**src/rtl/abus_onchip_bridge_if.sv**
```systemverilog
// Host-side halfword request bus of the A-bus on-chip RAM bridge.
//   host_valid/host_ready : request handshake (accept = valid & ready)
//   host_write            : 1 = write, 0 = read
//   host_addr             : halfword address, bit0 selects the lane
//   host_be / host_wdata  : halfword byte enables ([1] = upper byte) and data
//   host_rvalid/host_rdata: one-cycle read-data return
// master = A-bus front end, slave = bridge.
interface abus_onchip_bridge_if #(
    parameter int unsigned ADDR_W = 12
);
    logic              host_valid;
    logic              host_ready;
    logic              host_write;
    logic [ADDR_W:0]   host_addr;
    logic [1:0]        host_be;
    logic [15:0]       host_wdata;
    logic              host_rvalid;
    logic [15:0]       host_rdata;

    modport master (
        output host_valid, host_write, host_addr, host_be, host_wdata,
        input  host_ready, host_rvalid, host_rdata
    );

    modport slave (
        input  host_valid, host_write, host_addr, host_be, host_wdata,
        output host_ready, host_rvalid, host_rdata
    );
endinterface

```
**src/rtl/abus_onchip_bridge.sv**
```systemverilog
// Bridge from 16-bit A-bus halfword requests to a 4096x32 single-port RAM.
// Big-endian lane map (host_addr[0]=0 -> bits [31:16]), one-word read buffer
// serving sequential halfword reads, write-through with buffer merge, and
// saturating hit/miss counters.
// Ports:
//   clk, reset     : clock, synchronous active-high reset
//   host           : halfword request bus (slave side)
//   buf_invalidate : pulse, drops the read buffer
//   mem_*          : RAM master port; readdata valid the cycle after a read
//   stat_hits      : reads served from the buffer (saturating)
//   stat_misses    : reads sent to RAM (saturating)
module abus_onchip_bridge #(
    parameter int unsigned ADDR_W = 12,
    parameter int unsigned CNT_W  = 16
) (
    input  logic                clk,
    input  logic                reset,
    abus_onchip_bridge_if.slave host,
    input  logic                buf_invalidate,
    output logic [ADDR_W-1:0]   mem_address,
    output logic [3:0]          mem_byteenable,
    output logic                mem_chipselect,
    output logic                mem_write,
    output logic [31:0]         mem_writedata,
    output logic                mem_clken,
    output logic                mem_reset_req,
    input  logic [31:0]         mem_readdata,
    output logic [CNT_W-1:0]    stat_hits,
    output logic [CNT_W-1:0]    stat_misses
);
    localparam logic [1:0] IDLE     = 2'd0;
    localparam logic [1:0] ISSUE_RD = 2'd1;
    localparam logic [1:0] WAIT_RD  = 2'd2;
    localparam logic [1:0] ISSUE_WR = 2'd3;

    logic [1:0]        state_q, state_d;
    logic [ADDR_W-1:0] word_addr;
    logic              lane;
    logic              accept, rd_hit, rd_miss, wr_go;
    logic [3:0]        lane_be;
    logic [31:0]       lane_data;

    logic [ADDR_W-1:0] mem_address_d;
    logic [3:0]        mem_byteenable_d;
    logic              mem_chipselect_d, mem_write_d;
    logic [31:0]       mem_writedata_d;

    logic              buf_valid_q;
    logic [ADDR_W-1:0] buf_tag_q;
    logic [31:0]       buf_data_q;
    logic [ADDR_W-1:0] rd_word_q;
    logic              rd_lane_q;
    logic              rd_kill_q;     // invalidate seen while a miss was in flight
    logic              rvalid_q;
    logic [15:0]       rdata_q;

    assign mem_clken        = 1'b1;
    assign mem_reset_req    = reset;
    assign host.host_ready  = (state_q == IDLE);
    assign host.host_rvalid = rvalid_q;
    assign host.host_rdata  = rdata_q;

    // State register
    always_ff @(posedge clk) begin
        if (reset) state_q <= IDLE;
        else       state_q <= state_d;
    end

    // Request decode, next state and next RAM command
    always_comb begin
        state_d          = state_q;
        word_addr        = host.host_addr[ADDR_W:1];
        lane             = host.host_addr[0];
        accept           = host.host_valid && (state_q == IDLE);
        rd_hit           = accept && !host.host_write && buf_valid_q &&
                           (buf_tag_q == word_addr) && !buf_invalidate;
        rd_miss          = accept && !host.host_write && !rd_hit;
        wr_go            = accept && host.host_write && (host.host_be != 2'b00);
        lane_be          = lane ? {2'b00, host.host_be} : {host.host_be, 2'b00};
        lane_data        = lane ? {16'h0000, host.host_wdata} : {host.host_wdata, 16'h0000};
        mem_address_d    = '0;
        mem_byteenable_d = 4'h0;
        mem_chipselect_d = 1'b0;
        mem_write_d      = 1'b0;
        mem_writedata_d  = 32'h0;

        case (state_q)
            IDLE: begin
                if (rd_miss)    state_d = ISSUE_RD;
                else if (wr_go) state_d = ISSUE_WR;
            end
            ISSUE_RD: state_d = WAIT_RD;
            WAIT_RD:  state_d = IDLE;
            ISSUE_WR: state_d = IDLE;
            default:  state_d = IDLE;
        endcase

        if (rd_miss) begin
            mem_address_d    = word_addr;
            mem_byteenable_d = 4'hF;
            mem_chipselect_d = 1'b1;
        end else if (wr_go) begin
            mem_address_d    = word_addr;
            mem_byteenable_d = lane_be;
            mem_chipselect_d = 1'b1;
            mem_write_d      = 1'b1;
            mem_writedata_d  = lane_data;
        end
    end

    // RAM command registers
    always_ff @(posedge clk) begin
        if (reset) begin
            mem_address    <= '0;
            mem_byteenable <= 4'h0;
            mem_chipselect <= 1'b0;
            mem_write      <= 1'b0;
            mem_writedata  <= 32'h0;
        end else begin
            mem_address    <= mem_address_d;
            mem_byteenable <= mem_byteenable_d;
            mem_chipselect <= mem_chipselect_d;
            mem_write      <= mem_write_d;
            mem_writedata  <= mem_writedata_d;
        end
    end

    // Read buffer, read return and write merge
    always_ff @(posedge clk) begin
        if (reset) begin
            buf_valid_q <= 1'b0;
            buf_tag_q   <= '0;
            buf_data_q  <= 32'h0;
            rd_word_q   <= '0;
            rd_lane_q   <= 1'b0;
            rd_kill_q   <= 1'b0;
            rvalid_q    <= 1'b0;
            rdata_q     <= 16'h0000;
        end else begin
            rvalid_q <= 1'b0;
            if (rd_miss) begin
                rd_word_q <= word_addr;
                rd_lane_q <= lane;
                rd_kill_q <= 1'b0;
            end
            if (buf_invalidate && (state_q == ISSUE_RD || state_q == WAIT_RD))
                rd_kill_q <= 1'b1;
            if (rd_hit) begin
                rvalid_q <= 1'b1;
                rdata_q  <= lane ? buf_data_q[15:0] : buf_data_q[31:16];
            end
            if (state_q == WAIT_RD) begin
                buf_data_q <= mem_readdata;
                buf_tag_q  <= rd_word_q;
                rvalid_q   <= 1'b1;
                rdata_q    <= rd_lane_q ? mem_readdata[15:0] : mem_readdata[31:16];
            end
            if (wr_go && buf_valid_q && (buf_tag_q == word_addr)) begin
                for (int b = 0; b < 4; b++) begin
                    if (lane_be[b]) buf_data_q[8*b +: 8] <= lane_data[8*b +: 8];
                end
            end
            // Invalidate wins over a same-cycle fill; a killed fill stays invalid
            if (buf_invalidate)
                buf_valid_q <= 1'b0;
            else if (state_q == WAIT_RD && !rd_kill_q)
                buf_valid_q <= 1'b1;
        end
    end

    // Saturating statistics
    always_ff @(posedge clk) begin
        if (reset) begin
            stat_hits   <= '0;
            stat_misses <= '0;
        end else begin
            if (rd_hit && (stat_hits != '1))
                stat_hits <= stat_hits + CNT_W'(1);
            if (rd_miss && (stat_misses != '1))
                stat_misses <= stat_misses + CNT_W'(1);
        end
    end
endmodule
```
**src/flat_wrapper.sv**
```systemverilog
// flat-port wrapper written by rule: the top's interface ports become plain ports
module abus_onchip_bridge_flat 
#(
    parameter int unsigned ADDR_W = 12,
    parameter int unsigned CNT_W  = 16
)
  (clk, reset, buf_invalidate, mem_address, mem_byteenable, mem_chipselect, mem_write, mem_writedata, mem_clken, mem_reset_req, mem_readdata, stat_hits, stat_misses, host_host_valid, host_host_write, host_host_addr, host_host_be, host_host_wdata, host_host_ready, host_host_rvalid, host_host_rdata);
  abus_onchip_bridge_if #(.ADDR_W(ADDR_W)) host_i ();
  input  logic clk;
  input  logic reset;
  input  logic buf_invalidate;
  output logic [ADDR_W-1:0] mem_address;
  output logic [3:0] mem_byteenable;
  output logic mem_chipselect;
  output logic mem_write;
  output logic [31:0] mem_writedata;
  output logic mem_clken;
  output logic mem_reset_req;
  input  logic [31:0] mem_readdata;
  output logic [CNT_W-1:0] stat_hits;
  output logic [CNT_W-1:0] stat_misses;
  input wire logic [$bits(host_i.host_valid)-1:0] host_host_valid;
  input wire logic [$bits(host_i.host_write)-1:0] host_host_write;
  input wire logic [$bits(host_i.host_addr)-1:0] host_host_addr;
  input wire logic [$bits(host_i.host_be)-1:0] host_host_be;
  input wire logic [$bits(host_i.host_wdata)-1:0] host_host_wdata;
  output wire logic [$bits(host_i.host_ready)-1:0] host_host_ready;
  output wire logic [$bits(host_i.host_rvalid)-1:0] host_host_rvalid;
  output wire logic [$bits(host_i.host_rdata)-1:0] host_host_rdata;
  assign host_i.host_valid = host_host_valid;
  assign host_i.host_write = host_host_write;
  assign host_i.host_addr = host_host_addr;
  assign host_i.host_be = host_host_be;
  assign host_i.host_wdata = host_host_wdata;
  assign host_host_ready = host_i.host_ready;
  assign host_host_rvalid = host_i.host_rvalid;
  assign host_host_rdata = host_i.host_rdata;
  abus_onchip_bridge #(.ADDR_W(ADDR_W), .CNT_W(CNT_W)) u_core (.clk(clk), .reset(reset), .host(host_i), .buf_invalidate(buf_invalidate), .mem_address(mem_address), .mem_byteenable(mem_byteenable), .mem_chipselect(mem_chipselect), .mem_write(mem_write), .mem_writedata(mem_writedata), .mem_clken(mem_clken), .mem_reset_req(mem_reset_req), .mem_readdata(mem_readdata), .stat_hits(stat_hits), .stat_misses(stat_misses));
endmodule
```
**config.mk**
```make
export PLATFORM = sky130hd
export DESIGN_NAME = abus_onchip_bridge_flat
export DESIGN_NICKNAME = d
export VERILOG_FILES = /design/src/rtl/abus_onchip_bridge_if.sv /design/src/rtl/abus_onchip_bridge.sv /design/src/flat_wrapper.sv
export SDC_FILE = /design/constraint.sdc
export NUM_CORES = 1
export LEC_CHECK = 0
export ABC_CLOCK_PERIOD_IN_PS = 2300
export BUFFER_PORTS_ARGS = -buffer_cell sky130_fd_sc_hd__buf_2
export CORE_ASPECT_RATIO = 0.7
export CORE_UTILIZATION = 48
export CTS_BUF_LIST = sky130_fd_sc_hd__clkbuf_16
export DETAILED_ROUTE_END_ITERATION = 16
export PLACE_DENSITY = 0.76
export SLEW_MARGIN = 20
export SYNTH_ARGS = -nofsm -noshare
export SYNTH_HDL_FRONTEND = slang
export SYNTH_SLANG_ARGS = --single-unit
export TNS_END_PERCENT = 1
```
**constraint.sdc**
```tcl
create_clock -name clk -period 2.3 [get_ports clk]
set_input_delay 0 -clock clk [delete_from_list [all_inputs] [get_ports clk]]
set_output_delay 0 -clock clk [all_outputs]
set_load 0.03 [all_outputs]
```
==> results.sh <==
export IMPL_drc=0
export IMPL_rrSetupSlack_ns=0.07
export IMPL_critical_path_class="reg -> reg"
export IMPL_async_reset_ff_share_pct=0
export IMPL_power_density_nw_per_um2=853
export IMPL_io_pins=170
export IMPL_gp_congestion=0.884
export IMPL_endpoint_kind="flop"
export IMPL_clock_sinks=160
export IMPL_dr_max_layer_used="met4"
export IMPL_critPathLaunchType="flop"
export IMPL_initial_utilization_pct=49.6
export IMPL_hold_viol=0
export IMPL_critPathMaxFanout=11
export IMPL_clkLatencyLatePin_ns=0.41
export IMPL_synth_top_area_cell="dfxtp_1"
export IMPL_postRouteAntennaNets=0
export IMPL_grt_setup_unrepaired="yes"
export IMPL_rows=36
export IMPL_drtIter0Drc=300
export IMPL_num_vias=6107
export IMPL_whs_path_depth=3
export IMPL_placed_area_sq_um=8120
export IMPL_dr_pass1_iters=5
export IMPL_synth_top_area_share_pct=46.1
export IMPL_dpl_hpwl_mm=11.6
export IMPL_wl_per_cell_um=15.2
export IMPL_grt_pass1_vias=5726
export IMPL_die_w_um=146
export IMPL_synth_edf_count=0
export IMPL_fmax_ghz=0.449
export IMPL_cts_inserted_buffers=17
export IMPL_path_cells="xnor2_2 > nand3_1 > or4_4 > buf_4 > nor4_2 > mux2i_1 > nor2_1"
export IMPL_die_area_sq_um=15000
export IMPL_grt_overflow=0
export IMPL_grt_usage_pct=23.4
export IMPL_grt_max_degree=65
export IMPL_hold_start="mem_readdata[30]"
export IMPL_die_h_um=103
export IMPL_portBuffers=168
export IMPL_r2r_start="u_core.buf_tag_q[2]$_SDFFE_PP0P_"
export IMPL_antenna_found_initial=0
export IMPL_h_tree_depth=4
export IMPL_final_util_pct=66.7
export IMPL_crit_family="simple AND/OR/NAND/NOR gates"
export IMPL_fillers=1157
export IMPL_slowest_delay_ns=0.65
export IMPL_required_ns=2.57
export IMPL_timing_hold_ws_ns=0.00722
export IMPL_worst_pin_slew_ns=0.965
export IMPL_cts_root_buffer="clkbuf_16"
export IMPL_crit_slowest_cell="or4_4"
export IMPL_hp_class="in -> reg"
export IMPL_clk_pin_slew_worst_paths_ns=0.07
export IMPL_n_antenna_cell=0
export IMPL_status="finished clean"
export IMPL_via_per_inst=5.26
export IMPL_p_leak_nw=3.94
export IMPL_drive_above_1_share_pct=29.8
export IMPL_synthesis_nets=803
export IMPL_grt_pass1_wl_mm=28.1
export IMPL_met2_length_mm=8.00
export IMPL_power_w=0.00797
export IMPL_area_delta_synth_final_pct=34.5
export IMPL_postSynthAreaPerCell_sq_um=9.53
export IMPL_synth_yosys_warnings=0
export IMPL_final_nets=1031
export IMPL_period_minus_slack_ns=2.23
export IMPL_setup_violations=0
export IMPL_synth_area_sq_um=6950
export IMPL_r2r_end="u_core.stat_hits[14]$_SDFFE_PP0P_"
export IMPL_reg2regPathDepth=7
export IMPL_max_cap_viol_count=0
export IMPL_finClkSkew_ns=0.0113
export IMPL_cts_tree="built"
export IMPL_pre_cts_slack_ns=0.0143
export IMPL_crit_buf_inv=1
export IMPL_final_area_sq_um=9340
export IMPL_vdd_drop_max_uv=660
export IMPL_synth_area_leaders="dfxtp_1 (46%), mux2i_1 (12%), nor2_1 (4.8%)"
export IMPL_m1WireLength_mm=8.50
export IMPL_worstPathArrival_ns=2.50
export IMPL_core_area_sq_um=14000
export IMPL_drv_slew=0
export IMPL_synth_seq_cells=160
export IMPL_synthCells=729
export IMPL_fin_crit_sh_pct=96.9
export IMPL_wl_mm=17.6
export IMPL_ys_seq_area_share_pct=46.1
export IMPL_min_to="u_core.buf_data_q[30]$_SDFF_PP0_"
export IMPL_synth_flop_cell="dfxtp_1"
export IMPL_max_slew_margin_pct=35.3
export IMPL_layout_setup_ws_ns=0.0711
export IMPL_clockBufferDepth=2
export IMPL_yosysUniqueCellTypes=50
export IMPL_dr_wl_met3_um=939
per-layer routing:
layer,vias up,track usage [%]
met3,26,4.25
met5,-,0
met4,0,7.29
li1,3002,-
met2,198,37.6
met1,2881,32.1
worst register-to-register path: stages (launching register included):
cell	delay, ns
dfxtp_1	0.38
xnor2_2	0.13
nand3_1	0.10
or4_4	0.65
buf_4	0.24
nor4_2	0.31
mux2i_1	0.21
nor2_1	0.05
logic make-up (layout without fill, tap and decap cells):
group	Yosys count	after routing	synth area share (%)
compound gates	98	98	10.1
xor+xnor	24	24	3.03
fa+ha+maj	6	6	1.08
buf+inv	59	300	3.78
flops	160	160	46.1
mux	100	100	14.8
other cells	1	1	0.0540
simple gates	281	281	21.0
cell usage after synthesis, types with 19 or more instances:
library cell,number
and3_1,19
and2_1,32
nor2_1,89
nor2b_1,20
dfxtp_1,160
a21oi_1,43
xnor2_1,24
mux2_2,19
mux2i_1,80
nand2_1,49
clkbuf_1,41
how the worst max path moves through the flow:
stage | start | end | depth (start not counted) | slack (ns)
after global routing | u_core.buf_tag_q[4]$_SDFFE_PP0P_ | u_core.stat_hits[14]$_SDFFE_PP0P_ | 7 | -0.02
final | u_core.buf_tag_q[2]$_SDFFE_PP0P_ | u_core.stat_hits[14]$_SDFFE_PP0P_ | 7 | 0.07
after CTS | u_core.buf_tag_q[3]$_SDFFE_PP0P_ | u_core.buf_data_q[18]$_SDFF_PP0_ | 7 | 0.03
after detailed placement | u_core.buf_tag_q[3]$_SDFFE_PP0P_ | u_core.stat_hits[1]$_SDFFE_PP0P_ | 7 | 0.01
after floorplan | u_core.state_q[0]$_SDFFE_PP0P_ | u_core.buf_data_q[23]$_SDFF_PP0_ | 8 | 0.006
after global placement | u_core.buf_tag_q[2]$_SDFFE_PP0P_ | u_core.stat_hits[14]$_SDFFE_PP0P_ | 7 | 0.06
where the power goes:
part / switching, W / internal (W)
sequential: 0.000137 / 0.00305
clock: 0.00119 / 0.00150
combinational: 0.00115 / 0.000939
total: 0.00247 / 0.00550
cells in the final DEF (no fill, tap or decap), types with 2 or more instances in the layout:
master / netlist / final
nand2_1: 49 / 49
nor3_1: 6 / 4
and2_1: 32 / 32
or4_1: 4 / 4
a211oi_2: 16 / 16
nand3_1: 12 / 12
a311oi_1: 2 / 2
clkinvlp_4: 0 / 5
nor4_1: 10 / 8
buf_4: 4 / 31
nand2b_1: 2 / 2
nor4_2: 0 / 2
clkbuf_16: 0 / 17
inv_1: 8 / 10
mux2_2: 19 / 19
xnor2_1: 24 / 17
or3_1: 9 / 9
dfxtp_1: 160 / 160
inv_6: 0 / 4
and3_1: 19 / 19
o21ai_0: 7 / 7
a41o_1: 2 / 2
nor3_4: 2 / 3
buf_12: 0 / 4
dlygate4sd3_1: 0 / 58
xnor2_2: 0 / 7
mux2i_1: 80 / 80
and4_1: 4 / 4
a211oi_1: 16 / 16
o31ai_1: 2 / 2
ha_1: 6 / 5
buf_2: 3 / 167
or2_2: 2 / 2
o2111ai_1: 2 / 2
a21oi_1: 43 / 43
nor2_1: 89 / 88
nor2b_1: 20 / 20
nand4_1: 14 / 14
area by class of cell:
| type | instances | area, sq um | share of cell area, % |
|---|---|---|---|
| inverters | 8 | 30.0 | 0.321 |
| well taps | 190 | 238 | 2.54 |
| clock inverters | 15 | 135 | 1.45 |
| multi-input cells | 510 | 3580 | 38.3 |
| repair buffers | 260 | 1730 | 18.5 |
| clock buffers | 17 | 425 | 4.55 |
| flip-flops and latches | 160 | 3200 | 34.3 |
sequential cells by signal (all words and copies together), names as in the netlist:
register                 flops
u_core.buf_valid_q           1
u_core.host.host_rvalid      1
u_core.buf_data_q           32
u_core.mem_write             1
u_core.mem_byteenable        4
u_core.rd_lane_q             1
u_core.mem_writedata        32
u_core.buf_tag_q            12
u_core.stat_hits            16
u_core.host.host_rdata      16
u_core.mem_chipselect        1
u_core.rd_kill_q             1
u_core.rd_word_q            12
u_core.stat_misses          16
u_core.mem_address          12
u_core.state_q               2
repair_timing:
action | 4_1_cts | 5_1_grt
resized for setup | 2 | 10
pin swaps | 0 | 2
buffers inserted | 0 | 0
hold endpoints to repair | 94 | 0
endpoints found under the setup margin | 1 | 46
hold buffers | 58 | 0
stage by stage:
stage / TNS [ns] / std cells
finish: 0 / 1160
global route: -0.0942 / 1160
CTS: 0 / 1160
detailed placement: 0 / 1070
global placement: 0 / 1070
floorplan: 0 / 729
Note: power is estimated with default switching activity, not from simulation.
